===== src/rtl/ice_sl_arbiter.sv =====
// Single-frame arbiter for the ICE slave output bus: round-robin or fixed priority,
// per-frame watchdog with requester lockout. Optional stats counters under ICE_ARB_STATS_EN.
module ice_sl_arbiter #(
  parameter int NUM_DEV    = 7,
  parameter int IDX_W      = 3,
  parameter int TIMEOUT_W  = 16,
  parameter int FIXED_PRIO = 0
) (
  input  logic                 clk,
  input  logic                 rst,
  input  logic [NUM_DEV-1:0]   sl_arb_request,
  input  logic                 sl_latch_tail,
  input  logic [TIMEOUT_W-1:0] timeout_limit,
  output logic [NUM_DEV-1:0]   sl_arb_grant,
  output logic                 arb_busy,
  output logic [IDX_W-1:0]     owner_idx,
  output logic                 timeout_evt,
  output logic [NUM_DEV-1:0]   lockout
`ifdef ICE_ARB_STATS_EN
  ,
  input  logic [IDX_W-1:0]     stat_sel,
  input  logic                 stat_clear,
  output logic [15:0]          stat_grants,
  output logic [7:0]           stat_timeouts
`endif
);

  localparam logic [1:0] S_IDLE    = 2'd0;
  localparam logic [1:0] S_GRANT   = 2'd1;
  localparam logic [1:0] S_RELEASE = 2'd2;

  logic [1:0]           r_state;
  logic [NUM_DEV-1:0]   r_grant;
  logic [IDX_W-1:0]     r_owner;
  logic [TIMEOUT_W-1:0] r_wdog;
  logic                 r_tevt;
  logic [NUM_DEV-1:0]   r_lock;

  logic [NUM_DEV-1:0]   w_elig;
  logic [IDX_W:0]       w_pick;
  logic                 w_found;
  logic [IDX_W-1:0]     w_win;
  logic                 w_to;
  logic                 w_start;
  logic                 w_revoke;
  logic [NUM_DEV-1:0]   w_lock_next;

  // Returns {found, index}; round-robin searches upward from the slot after last.
  function automatic logic [IDX_W:0] f_pick(input logic [NUM_DEV-1:0] e,
                                            input logic [IDX_W-1:0]   last);
    logic             found;
    logic [IDX_W-1:0] win;
    int unsigned      cand;
    found = 1'b0;
    win   = '0;
    for (int unsigned k = 0; k < NUM_DEV; k++) begin
      if (FIXED_PRIO != 0) cand = k;
      else                 cand = (32'(last) + k + 1) % NUM_DEV;
      if (!found && e[IDX_W'(cand)]) begin
        found = 1'b1;
        win   = IDX_W'(cand);
      end
    end
    return {found, win};
  endfunction

  always_comb begin
    w_elig   = sl_arb_request & ~r_lock;
    w_pick   = f_pick(w_elig, r_owner);
    w_found  = w_pick[IDX_W];
    w_win    = w_pick[IDX_W-1:0];
    w_to     = (timeout_limit != '0) && (r_wdog == timeout_limit - 1'b1);
    w_start  = (r_state == S_IDLE) && w_found;
    // Tail and abandonment both outrank the watchdog.
    w_revoke = (r_state == S_GRANT) && !sl_latch_tail && sl_arb_request[r_owner] && w_to;
    w_lock_next = r_lock & sl_arb_request;
    if (w_revoke) w_lock_next[r_owner] = 1'b1;
  end

  always_ff @(posedge clk) begin
    if (rst) begin
      r_state <= S_IDLE;
      r_grant <= '0;
      r_owner <= IDX_W'(NUM_DEV - 1);
      r_wdog  <= '0;
      r_tevt  <= 1'b0;
      r_lock  <= '0;
    end else begin
      r_tevt <= 1'b0;
      r_lock <= w_lock_next;
      case (r_state)
        S_IDLE: begin
          if (w_start) begin
            r_grant <= NUM_DEV'(1) << w_win;
            r_owner <= w_win;
            r_wdog  <= '0;
            r_state <= S_GRANT;
          end
        end
        S_GRANT: begin
          if (r_wdog != '1) r_wdog <= r_wdog + 1'b1;
          if (sl_latch_tail || !sl_arb_request[r_owner] || w_to) begin
            r_grant <= '0;
            r_state <= S_RELEASE;
            r_tevt  <= w_revoke;
          end
        end
        default: begin
          r_grant <= '0;
          r_state <= S_IDLE;
        end
      endcase
    end
  end

  assign sl_arb_grant = r_grant;
  assign arb_busy     = (r_state == S_GRANT);
  assign owner_idx    = r_owner;
  assign timeout_evt  = r_tevt;
  assign lockout      = r_lock;

`ifdef ICE_ARB_STATS_EN
  logic [15:0] r_sg [NUM_DEV];
  logic [7:0]  r_st [NUM_DEV];
  logic [15:0] r_stat_grants;
  logic [7:0]  r_stat_timeouts;

  always_ff @(posedge clk) begin
    for (int unsigned i = 0; i < NUM_DEV; i++) begin
      if (rst || stat_clear) begin
        r_sg[i] <= '0;
        r_st[i] <= '0;
      end else begin
        if (w_start && (w_win == IDX_W'(i)) && (r_sg[i] != '1)) r_sg[i] <= r_sg[i] + 1'b1;
        if (w_revoke && (r_owner == IDX_W'(i)) && (r_st[i] != '1)) r_st[i] <= r_st[i] + 1'b1;
      end
    end
    if (rst || stat_clear || (32'(stat_sel) >= NUM_DEV)) begin
      r_stat_grants   <= '0;
      r_stat_timeouts <= '0;
    end else begin
      r_stat_grants   <= r_sg[stat_sel];
      r_stat_timeouts <= r_st[stat_sel];
    end
  end

  assign stat_grants   = r_stat_grants;
  assign stat_timeouts = r_stat_timeouts;
`endif

endmodule


===== config.mk =====
export PLATFORM = sky130hd
export DESIGN_NAME = ice_sl_arbiter
export DESIGN_NICKNAME = d
export VERILOG_FILES = /design/src/rtl/ice_sl_arbiter.sv
export SDC_FILE = /design/constraint.sdc
export NUM_CORES = 1
export LEC_CHECK = 0
export ABC_AREA = 1
export CORE_MARGIN = 2
export CORE_UTILIZATION = 59
export DETAILED_ROUTE_END_ITERATION = 12
export PLACE_DENSITY = 0.88
export SYNTH_ARGS = -nofsm -noshare
export SYNTH_HDL_FRONTEND = slang
export SYNTH_SLANG_ARGS = --single-unit

===== constraint.sdc =====
create_clock -name clk -period 5.65 [get_ports clk]
set_input_delay 0.565 -clock clk [delete_from_list [all_inputs] [get_ports clk]]
set_output_delay 0.565 -clock clk [all_outputs]
set_load 0.005 [all_outputs]

* Word-level counts from Yosys, hierarchy flattened *
Index checks and enable logic that the tools add are counted.
W data, S select, Z words.

storage, ports and cells
  input port bits = 26
  memory bits (writable) = 0
  latch bits = 0
  register bits after elaboration = 36
  memories kept = 0
  memory bits (read-only) = 0
  output and inout port bits = 19
  logic and storage cells = 120

cells by class
  reduce and logical (&&, ||, !) cells = 29
  multiplexer cells = 42
  shift-type cells = 1
  $lt $le $gt $ge = 9
  multipliers = 0
  bitwise operators = 6
  $add $sub $neg = 14
  eq/ne operators = 6
  divide/modulo/power cells = 7

operators by type and width
  cell                     number
  $mod A32 B3 Y32 const B  7
  $lt A3 B4 Y1 const B     8
  $mux W16                 2
  $pmux W16 S2             1
  $add A4 B1 Y5 const B    6
  $bmux W1 S3              8
  $mux W3                  7
  $mux W7                  3
  $add A16 B1 Y16 const B  1
  $eq A16 B16 Y1           1
  $mux W1                  16
  $ne A16 B16 Y1 const B   1
  $reduce_bool A16 Y1      1
  $sub A16 B1 Y16 const B  1
  $and A7 B7 Y7            2
  $pmux W7 S2              1
  $add A3 B3 Y4 const B    3
  $logic_and A1 B1 Y1      12
  $add A3 B2 Y4 const B    2
  $logic_not A1 Y1         8
  $not A7 Y7               1
  $or A7 B7 Y7             1
  $shl A1 B3 Y7 const A    1
  $add A3 B1 Y4 const B    1
  14 further kinds         19

* Logic depth before layout (Yosys ltp) *
Gate-level depths: netlist (run 1).

  depth after elaboration = 26
  depth in mapped cells = 32
  gate-level depth less buffers = 31

* Least setup slack after synthesis (run 1) *
No wires, ideal clock.

  path type = reg2reg
  from = register r_owner[0], in the netlist owner_idx[0]
  to = register r_wdog[3]
  required time = 5.522 ns
  path slack = 1.658 ns
  cell stages (with the launch flop) = 28
  arrival = 3.863 ns
  library setup time = 0.128 ns
  period minus slack after synthesis = 3.992 ns
  buffers on the path = 2
  cell sequence = dfxtp_1 > inv_2 > clkbuf_1 > ha_1 > buf_2 > inv_2 > ha_1 > ha_1 > nor3_1 > nand2_1 > nand2_1 > nand2_2 > nand2_1 > nand2_1 > nand2_1 > nand3_1 > nand2_1 > nand2_1 > nand2_1 > nand4_4 > nor2_4 > nand2_2 > nor2_4 > nand2_4 > nand2_8 > nor2_1 > o21ai_0 > a21oi_1

between the ends
  cells in the longest elaborated chain, start to end = 26
  elaborated cells between the ends (all ways) = 55
  classes of those cells = add/sub: 12; div: 7; eq/ne: 1; mux: 21; reduce/logical: 14

ends and longest elaborated chain
  item                                                      RTL line  RTL
  start, declared                                           34        logic [IDX_W-1:0] r_owner;
  start signal, assigned                                    84        r_owner <= IDX_W'(NUM_DEV - 1);
  start signal, assigned                                    95        r_owner <= w_win;
  branches (longest 22 deep; another with $mod A32 B3 Y32)  n/a
  $mux W1 *                                                 59        if (!found && e[IDX_W'(cand)]) begin
  $logic_and A1 B1 Y1 *                                     73        w_start = (r_state == S_IDLE) && w_found;
  $ne A2 B2 Y1 (no source line) *                           n/a
  $reduce_and A3 Y1 (no source line) *                      n/a
  end signal, assigned                                      101       if (r_wdog != '1) r_wdog <= r_wdog + 1'b1;
  end, declared                                             35        logic [TIMEOUT_W-1:0] r_wdog;

Every way passes the cells marked *. The select of a mux whose other input is x is not followed.
A chain may end at the register's enable or synchronous reset.

* Worst setup path after layout (run 1) *
  from = register r_owner[1], in the netlist owner_idx[1]
  to = register r_grant[0], in the netlist sl_arb_grant[0]

between the ends
  cells in the longest elaborated chain, start to end = 26
  elaborated cells between the ends (all ways) = 71
  classes of those cells = add/sub: 12; div: 7; eq/ne: 2; shift: 1; mux: 32; reduce/logical: 17

ends and longest elaborated chain
  item                                                      RTL line  RTL
  branches (longest 26 deep; another with $mod A32 B3 Y32)  n/a
  end signal, assigned                                      94        r_grant <= NUM_DEV'(1) << w_win;
  end, declared                                             33        logic [NUM_DEV-1:0] r_grant;

Parallel ways; which one is timed is not known. The select of a mux whose other input is x is not followed.

==> flow_summary.yaml, run 1 <==
floorplan:
  die-area_um2: 8025
  die_w_um: 89.59
  die_y_um: 89.59
  core_um2: 7176
  placementRows: 31
  initial_core_util_pct: 60.23
  ios: 45
global_routing:
  antenna_found_initial: 0
  grt_usage_pct: 31.00
  grt_pass1_vias: 4256
  grt_pass1_wl_mm: 19.75
  grt_overflow_total: 0
  grt_max_degree: 24
sta:
  min_period_over_period_pct: 79.32
  fin_tns_setup_ns: 0
  fin_hold_ws_ns: 0.4696
  setup_viol: 0
  fmax_mhz: 223.1
  hold_viol: 0
  rsz0062_at_grt: "no"
  finalClockSkew_ns: 0.005436
  worst_slew_pin_slew_ns: 1.056
  report.final.slew_viol_count: 0
  fin_crit_ns: 4.481
  slew_headroom_pct: 29.37
drt:
  wl_mm: 12.49
  first_pass_iters: 6
  drt-initial-drc-count: 627
  routedWlPerCell_um: 14.71
  drtAntennaViolNets: 0
  routed_via_density: 5.783
  num_vias: 4910
  drc: 0
clock_network:
  cts_buffer_depth: 2
  clkSlewWorstSetupHoldPaths_ns: 0.08
  hold_buffers: 0
  cts_tree: "done"
  cts_setup_buffers: 0
  clock-root-buffer: "clkbuf_8"
  post_cts_resized: 0
  htree_levels: 2
  numClockSinks: 36
  clock_latency_ns: 0.30
  cts_inserted_buffers: 5
setup_path:
  critical_path_arrival_ns: 4.70
  rr_endpoint: "sl_arb_grant[0]"
  endpoint_kind: "flip-flop"
  critPathKind: "flip-flop to flip-flop"
  rr_worst_depth: 25
  ff2ff_setup_slack_ns: 1.17
  endpoint: "sl_arb_grant[0]"
  startpoint: "owner_idx[1]"
  critPathMaxFanout: 12
  startpoint_type: "flip-flop"
  critPathRequiredTime_ns: 5.87
  r2r_start: "owner_idx[1]"
yosys:
  syn_avg_cell_area_um2: 6.130
  ys_warn_count: 0
  synth_edf_count: 0
  synth_seq_cells: 36
  async_flop_share_pct: 0
  synth_nets: 754
  ys_seq_area_share_pct: 16.68
  synthCells: 705
  ys_dominant_reg_cell: "dfxtp_1"
  synth_cell_type_count: 45
  netlist_area_um2: 4322
finish:
  layout_commonest_cell: "nand2_1"
  nNetsFinal: 798
  design_area_um2: 4950
  syn_to_final_growth_pct: 14.53
  n_antenna_cell: 0
  mostFrequentLayoutCells: "nand2_1 (155), nand3_1 (93), inv_1 (85), nor2_1 (76), clkdlybuf4s50_1 (44)"
  final_util_pct: 68.98
  drive_above_1_share_pct: 10.40
placed_design:
  routabilityCongestion: 1.011
  placed_area_um2: 4842
  hpwl_mm: 9.705
  io_buffers: 44
flow_run:
  cap_violations: 0
worst_hold_path:
  hold_class: "flip-flop to flip-flop"
  whs_path_depth: 2
run_status:
  status: "completed"
## routing by layer
layer  vias up  part of all wire (%)  global-route usage (%)  wire length [um]
met5         -                     0                       0                 0
met4         0                   1.6                   7.327               203
met3        24                   7.6                   5.393               943
met2       230                    47                   50.47              5847
met1      2236                    44                   42.75              5490
li1       2420                     -                       -                 -
## critical path, stage by stage (launching register included)
cell and delay [ns]:
dfxtp_1 0.31, buf_4 0.18, inv_1 0.15, ha_1 0.67, inv_2 0.23, ha_1 0.24
ha_1 0.27, nor3_1 0.17, nand2_1 0.07, nand2_1 0.14, nand2_2 0.10, o21ai_1 0.25
inv_1 0.13, o21ai_1 0.13, nand3_1 0.10, nand2_1 0.15, nor2_1 0.11, nand3_1 0.10
inv_1 0.05, nor2_1 0.12, nand3_1 0.08, nor2_1 0.30, nand2_1 0.09, nor2_1 0.12
nor2_1 0.05, nor2_1 0.09
## flip-flops by register name, indices dropped and copies added, names as in the netlist
name	cells
sl_arb_grant	7
r_wdog	16
timeout_evt	1
lockout	7
owner_idx	3
r_state	2
## metrics by stage
| stage | instances | setup WS (ns) |
|---|---|---|
| global placement | 841 | 1.430 |
| CTS | 849 | 1.236 |
| finish | 849 | 1.169 |
| floorplan | 705 | 1.658 |
| global route | 849 | 0.8047 |
| detailed placement | 841 | 1.240 |
## how the worst min path moves through the flow
stage	start	to	slack (ns)
detailed placement	sl_arb_grant[4]	sl_arb_grant[4]	0.46
global route	sl_arb_grant[6]	sl_arb_grant[6]	0.49
floorplan	sl_arb_grant[3]	sl_arb_grant[3]	0.46
finish	sl_arb_grant[4]	sl_arb_grant[4]	0.47
CTS	sl_arb_grant[4]	sl_arb_grant[4]	0.47
global placement	sl_arb_grant[3]	sl_arb_grant[3]	0.45
## kinds of logic after synthesis
kind of cell	Yosys count	synth area share, %
adder cells (fa/ha/maj)	23	6.659
XOR/XNOR	39	8.251
AO/OA/AOI/OAI	92	13.20
AND/OR/NAND/NOR	411	45.37
buffers and inverters	104	9.843
flip-flops	36	16.68
## cells in the mapped netlist (all sizes together) (2+ instances only)
cell type | n | area share (%)
o21ai | 42 | 5.2
inv | 93 | 8.2
nor3 | 16 | 1.9
nand4 | 18 | 3.0
nor2 | 80 | 7.6
a21oi | 29 | 4.2
nand3 | 100 | 13
o211ai | 10 | 1.7
xnor2 | 11 | 2.6
dfxtp | 36 | 17
o21bai | 3 | 0.52
and2 | 2 | 0.29
ha | 23 | 6.7
buf | 4 | 1.0
nand2 | 185 | 19
nor4 | 5 | 0.72
xor2 | 28 | 5.7
clkbuf | 6 | 0.52
or2 | 4 | 0.58
o311ai | 3 | 0.61
## layout make-up
type / count / area, um2
clock inverter: 2 / 35.03
multi-input combinational: 565 / 3176
inverter: 94 / 359.1
clock buffer: 6 / 72.57
fill: 628 / 2226
sequential: 36 / 720.7
tap: 99 / 123.9
timing repair buffer: 47 / 462.9
Power of run 1 is left out: the tool's default activity adds up to more than one toggle a clock period on the data nets, which glitch-free logic cannot reach.
==> run 2: changes to the inputs <==
==> constraint.sdc (replaced) <==
create_clock -name clk -period 4.14 [get_ports clk]
set_input_delay 0.414 -clock clk [delete_from_list [all_inputs] [get_ports clk]]
set_output_delay 0.414 -clock clk [all_outputs]
set_load 0.005 [all_outputs]
==> flow_summary.yaml, run 2 (synthesis gave the netlist of run 1 again) <==
run_status:
  status: "completed"
finish:
  syn_to_final_growth_pct: 21.92
  n_antenna_cell: 0
  layout_commonest_cell: "nand2_1"
  mostFrequentLayoutCells: "nand2_1 (150), nand3_1 (92), inv_1 (83), nor2_1 (74), clkdlybuf4s50_1 (44)"
  drive_above_1_share_pct: 16.06
  nNetsFinal: 820
  top_register: "r_wdog"
  largest_reg_flops: 16
  stdcell_count: 871
setup_path:
  critPathMaxFanout: 8
  endpoint_kind: "flip-flop"
  path_buf_inv: 3
  critPathTopFamily: "simple AND/OR/NAND/NOR gates"
  cpPeakStageDelay_ns: 0.40
  rr_worst_depth: 27
  ff2ff_setup_slack_ns: 0.19
  cpMostUsedCell: "nand2_1"
  startpoint_type: "flip-flop"
  cp_slowest_cell: "dfxtp_4"
  critPathKind: "flip-flop to flip-flop"
  critPathRequiredTime_ns: 4.34
  rr_endpoint: "r_wdog[12]"
  critical_path_arrival_ns: 4.15
  r2r_start: "owner_idx[1]"
clock_network:
  numClockSinks: 36
  cts_inserted_buffers: 5
  cts_tree: "done"
  hold_buffers: 0
  clock-root-buffer: "clkbuf_8"
  clkSlewWorstSetupHoldPaths_ns: 0.09
  htree_levels: 2
  clock_latency_ns: 0.30
  cts_buffer_depth: 2
global_routing:
  grt_pass1_wl_mm: 20.18
  antenna_found_initial: 0
  grt_usage_pct: 32.06
  grt_overflow_total: 0
  grt_pass1_vias: 4227
  grt_max_degree: 26
floorplan:
  die-area_um2: 8025
  die_y_um: 89.59
  ios: 45
  die_w_um: 89.59
  initial_core_util_pct: 60.23
  core_um2: 7176
  placementRows: 31
drt:
  drtAntennaViolNets: 0
  drt-initial-drc-count: 492
  met3_length_mm: 1.081
  num_vias: 4962
  first_pass_iters: 6
  wirelength_met1_mm: 6.007
  wl_met2_mm: 5.831
  routed_via_density: 5.697
  routedWlPerCell_um: 15.02
  drc: 0
  top_layer_used: "met4"
  wl_mm: 13.09
sta:
  fin_crit_ns: 3.949
  worst_slew_pin_slew_ns: 0.8099
  min_period_over_period_pct: 95.38
  hold_viol: 0
  report.final.slew_viol_count: 0
  fmax_mhz: 253.2
  slew_headroom_pct: 44.61
  finalClockSkew_ns: 0.01091
  fin_hold_ws_ns: 0.4646
  setup_viol: 0
placed_design:
  dp_cells: 852
  routabilityCongestion: 0.9885
  hpwl_mm: 10.05
  io_buffers: 44
flow_run:
  cap_violations: 0
worst_hold_path:
  whs_path_depth: 2
  hp-start: "sl_arb_grant[3]"
  hold_end: "sl_arb_grant[3]"
  hold_class: "flip-flop to flip-flop"
-- run 2: per-stage QoR --
| step | TNS, ns | setup WS (ns) | utilization (%) | instance area (um2) |
|---|---|---|---|---|
| finish | 0 | 0.1912 | 73.43 | 5269 |
| global route | -0.4005 | -0.09891 | 73.43 | 5269 |
| CTS | 0 | 0.08761 | 70.20 | 5037 |
| detailed placement | 0 | 0.01341 | 68.63 | 4925 |
| global placement | 0 | 0.1884 | 68.63 | 4925 |
| floorplan | 0 | 0.1483 | - | 4322 |
-- run 2: timing repair --
action / in CTS / in global routing
gates cloned: 0 / 1
setup buffers: 0 / 10
resized for setup: 1 / 34
pin swaps: 0 / 7
setup endpoints to repair: 1 / 28
hold endpoints to repair: 0 / 0
-- run 2: final cells by class --
cell class	instances	area [um2]
Fill cell	586	1907
Timing Repair Buffer	68	641.9
Multi-Input combinational cell	566	3303
Tap cell	99	123.9
Inverter	94	361.6
Clock inverter	3	42.54
Sequential cell	36	726.9
Clock buffer	5	68.82
-- run 2: worst max path at each step --
stage / start / endpoint / cells past startpoint
floorplan: owner_idx[0] / r_wdog[3] / 27
global placement: owner_idx[1] / r_wdog[6] / 28
detailed placement: owner_idx[1] / r_wdog[3] / 26
CTS: owner_idx[1] / r_wdog[3] / 26
global route: owner_idx[1] / r_wdog[10] / 25
finish: owner_idx[1] / r_wdog[12] / 27
-- run 2: layer usage --
| metal | up-vias | track usage [%] |
|---|---|---|
| met5 | - | 0 |
| met4 | 0 | 7.463 |
| met3 | 20 | 4.296 |
| met2 | 250 | 48.46 |
| met1 | 2237 | 48.21 |
| li1 | 2455 | - |
-- run 2: worst min-delay path: cells and delay by family, from the launching register on --
kind	cells	cell delay [ns]
and+or+nand+nor	1	0.06
AOI/OAI and AO/OA	1	0.05
DFF	1	0.32
Power of run 2 is left out for the same reason.
==> run 3: changes to the inputs <==
--- a/config.mk
+++ b/config.mk
@@ -7,9 +7,9 @@
 export LEC_CHECK = 0
 export ABC_AREA = 1
 export CORE_MARGIN = 2
-export CORE_UTILIZATION = 59
+export CORE_UTILIZATION = 30
 export DETAILED_ROUTE_END_ITERATION = 12
-export PLACE_DENSITY = 0.88
+export PLACE_DENSITY = 0.53
 export SYNTH_ARGS = -nofsm -noshare
 export SYNTH_HDL_FRONTEND = slang
 export SYNTH_SLANG_ARGS = --single-unit
==> flow_summary.yaml, run 3 (synthesis gave the netlist of run 1 again) <==
run_status:
  status: "completed"
placed_design:
  io_buffers: 44
  routabilityCongestion: 0.8991
  hpwl_mm: 11.00
  dp_slack_ns: 0.06540
  placed_area_um2: 5034
sta:
  fin_hold_ws_ns: 0.4694
  setup_viol: 0
  setup_ws_ns: 0.3565
  finalClockSkew_ns: 0.006704
  fin_crit_ns: 3.783
  fmax_mhz: 264.3
  min_period_over_period_pct: 91.39
  slew_headroom_pct: 58.81
  hold_viol: 0
  report.final.slew_viol_count: 0
  worst_slew_pin_slew_ns: 0.6156
global_routing:
  grt_overflow_total: 0
  grt_pass1_wl_mm: 22.25
  grt_usage_pct: 18.20
  antenna_found_initial: 0
  grt_max_degree: 21
  grt_pass1_vias: 4501
worst_hold_path:
  whs_path_depth: 2
  hold_class: "flip-flop to flip-flop"
  hp-start: "sl_arb_grant[4]"
  hold_end: "sl_arb_grant[4]"
setup_path:
  critPathMaxFanout: 17
  critPathRequiredTime_ns: 4.31
  rr_endpoint: "r_wdog[3]"
  endpoint_kind: "flip-flop"
  critical_path_arrival_ns: 3.95
  rr_worst_depth: 24
  startpoint_type: "flip-flop"
  r2r_start: "owner_idx[1]"
  critPathKind: "flip-flop to flip-flop"
  ff2ff_setup_slack_ns: 0.36
drt:
  first_pass_iters: 4
  drtAntennaViolNets: 0
  routed_via_density: 5.012
  routedWlPerCell_um: 14.32
  num_vias: 4736
  drt-initial-drc-count: 324
  wl_mm: 13.53
  drc: 0
finish:
  nNetsFinal: 813
  top_register: "r_wdog"
  n_antenna_cell: 0
  design_area_um2: 5264
  layout_commonest_cell: "nand2_1"
  mostFrequentLayoutCells: "nand2_1 (154), nand3_1 (92), inv_1 (85), nor2_1 (74), clkdlybuf4s50_1 (44)"
  largest_reg_flops: 16
  syn_to_final_growth_pct: 21.80
  drive_above_1_share_pct: 14.38
clock_network:
  clock-root-buffer: "clkbuf_16"
  htree_levels: 2
  clkSlewWorstSetupHoldPaths_ns: 0.06
  clock_latency_ns: 0.29
  hold_buffers: 0
  numClockSinks: 36
  cts_inserted_buffers: 5
  cts_buffer_depth: 2
  cts_tree: "done"
floorplan:
  ios: 45
  die_w_um: 124.0
  die-area_um2: 15380
  initial_core_util_pct: 30.89
  die_y_um: 124.0
  core_um2: 13990
  placementRows: 43
flow_run:
  cap_violations: 0
## run 3: cell types whose count changed in the layout (fill, tap and decap cells not counted), sizes merged
| cell | before | now |
|---|---|---|
| bufinv | 1 | 0 |
| clkinv | 2 | 4 |
| dlymetal6s2s | 1 | 0 |
| nand2 | 186 | 185 |
| clkinvlp | 1 | 0 |
| buf | 23 | 18 |
## run 3: worst max-delay path by stage
| stage | start | endpoint | slack [ns] |
|---|---|---|---|
| finish | owner_idx[1] | r_wdog[3] | 0.36 |
| global route | owner_idx[0] | sl_arb_grant[1] | -0.004 |
| CTS | owner_idx[2] | owner_idx[1] | 0.05 |
| detailed placement | owner_idx[2] | r_wdog[3] | 0.07 |
| global placement | owner_idx[2] | owner_idx[1] | 0.12 |
| floorplan | owner_idx[0] | r_wdog[3] | 0.15 |
## run 3: area by class of cell
class | count | area [um2]
clock buffer | 5 | 125.1
clock inverter | 3 | 18.77
fill | 1548 | 8725
inverter | 94 | 359.1
multi-input combinational | 565 | 3229
sequential | 36 | 726.9
tap | 180 | 225.2
timing repair buffer | 62 | 579.3
## run 3: layer usage
layer | wire [um] | share of wire (%) | vias to the layer above | track usage [%]
li1 | - | - | 2446 | -
met1 | 6541 | 48 | 2156 | 25.37
met2 | 6026 | 45 | 108 | 28.43
met3 | 649 | 4.8 | 26 | 3.159
met4 | 316 | 2.3 | 0 | 5.829
met5 | 0 | 0 | - | 0
## run 3: repair_timing
action / 4_1_cts / 5_1_grt
setup buffers: 0 / 3
resized for setup: 0 / 22
setup endpoints to repair: 0 / 28
## run 3: stage by stage
| stage | TNS, ns | utilization [%] | cells |
|---|---|---|---|
| after floorplan | 0 | - | 705 |
| after global placement | 0 | 35.98 | 934 |
| after detailed placement | 0 | 35.98 | 934 |
| after CTS | 0 | 37.01 | 942 |
| after global routing | -0.005478 | 37.63 | 945 |
| final | 0 | 37.63 | 945 |
## run 3: worst max-delay path, cell delays in order, from the launching register on
cell and delay [ns]:
dfxtp_2 0.36, ha_2 0.22, inv_2 0.06, nand2_1 0.08
nand2_2 0.10, ha_1 0.22, ha_1 0.28, nor3_1 0.19
nand3_1 0.10, o21ai_1 0.18, nand2_2 0.14, nand2_1 0.10
nand2_1 0.10, nand3_1 0.12, nand3_1 0.17, nand2_4 0.17
nand4_4 0.13, nor2_4 0.16, nand2_2 0.08, nor2_4 0.14
nand2_4 0.09, nand2_8 0.16, nor2_1 0.09, o21ai_0 0.15
a21oi_1 0.06
Power of run 3 is left out for the same reason.
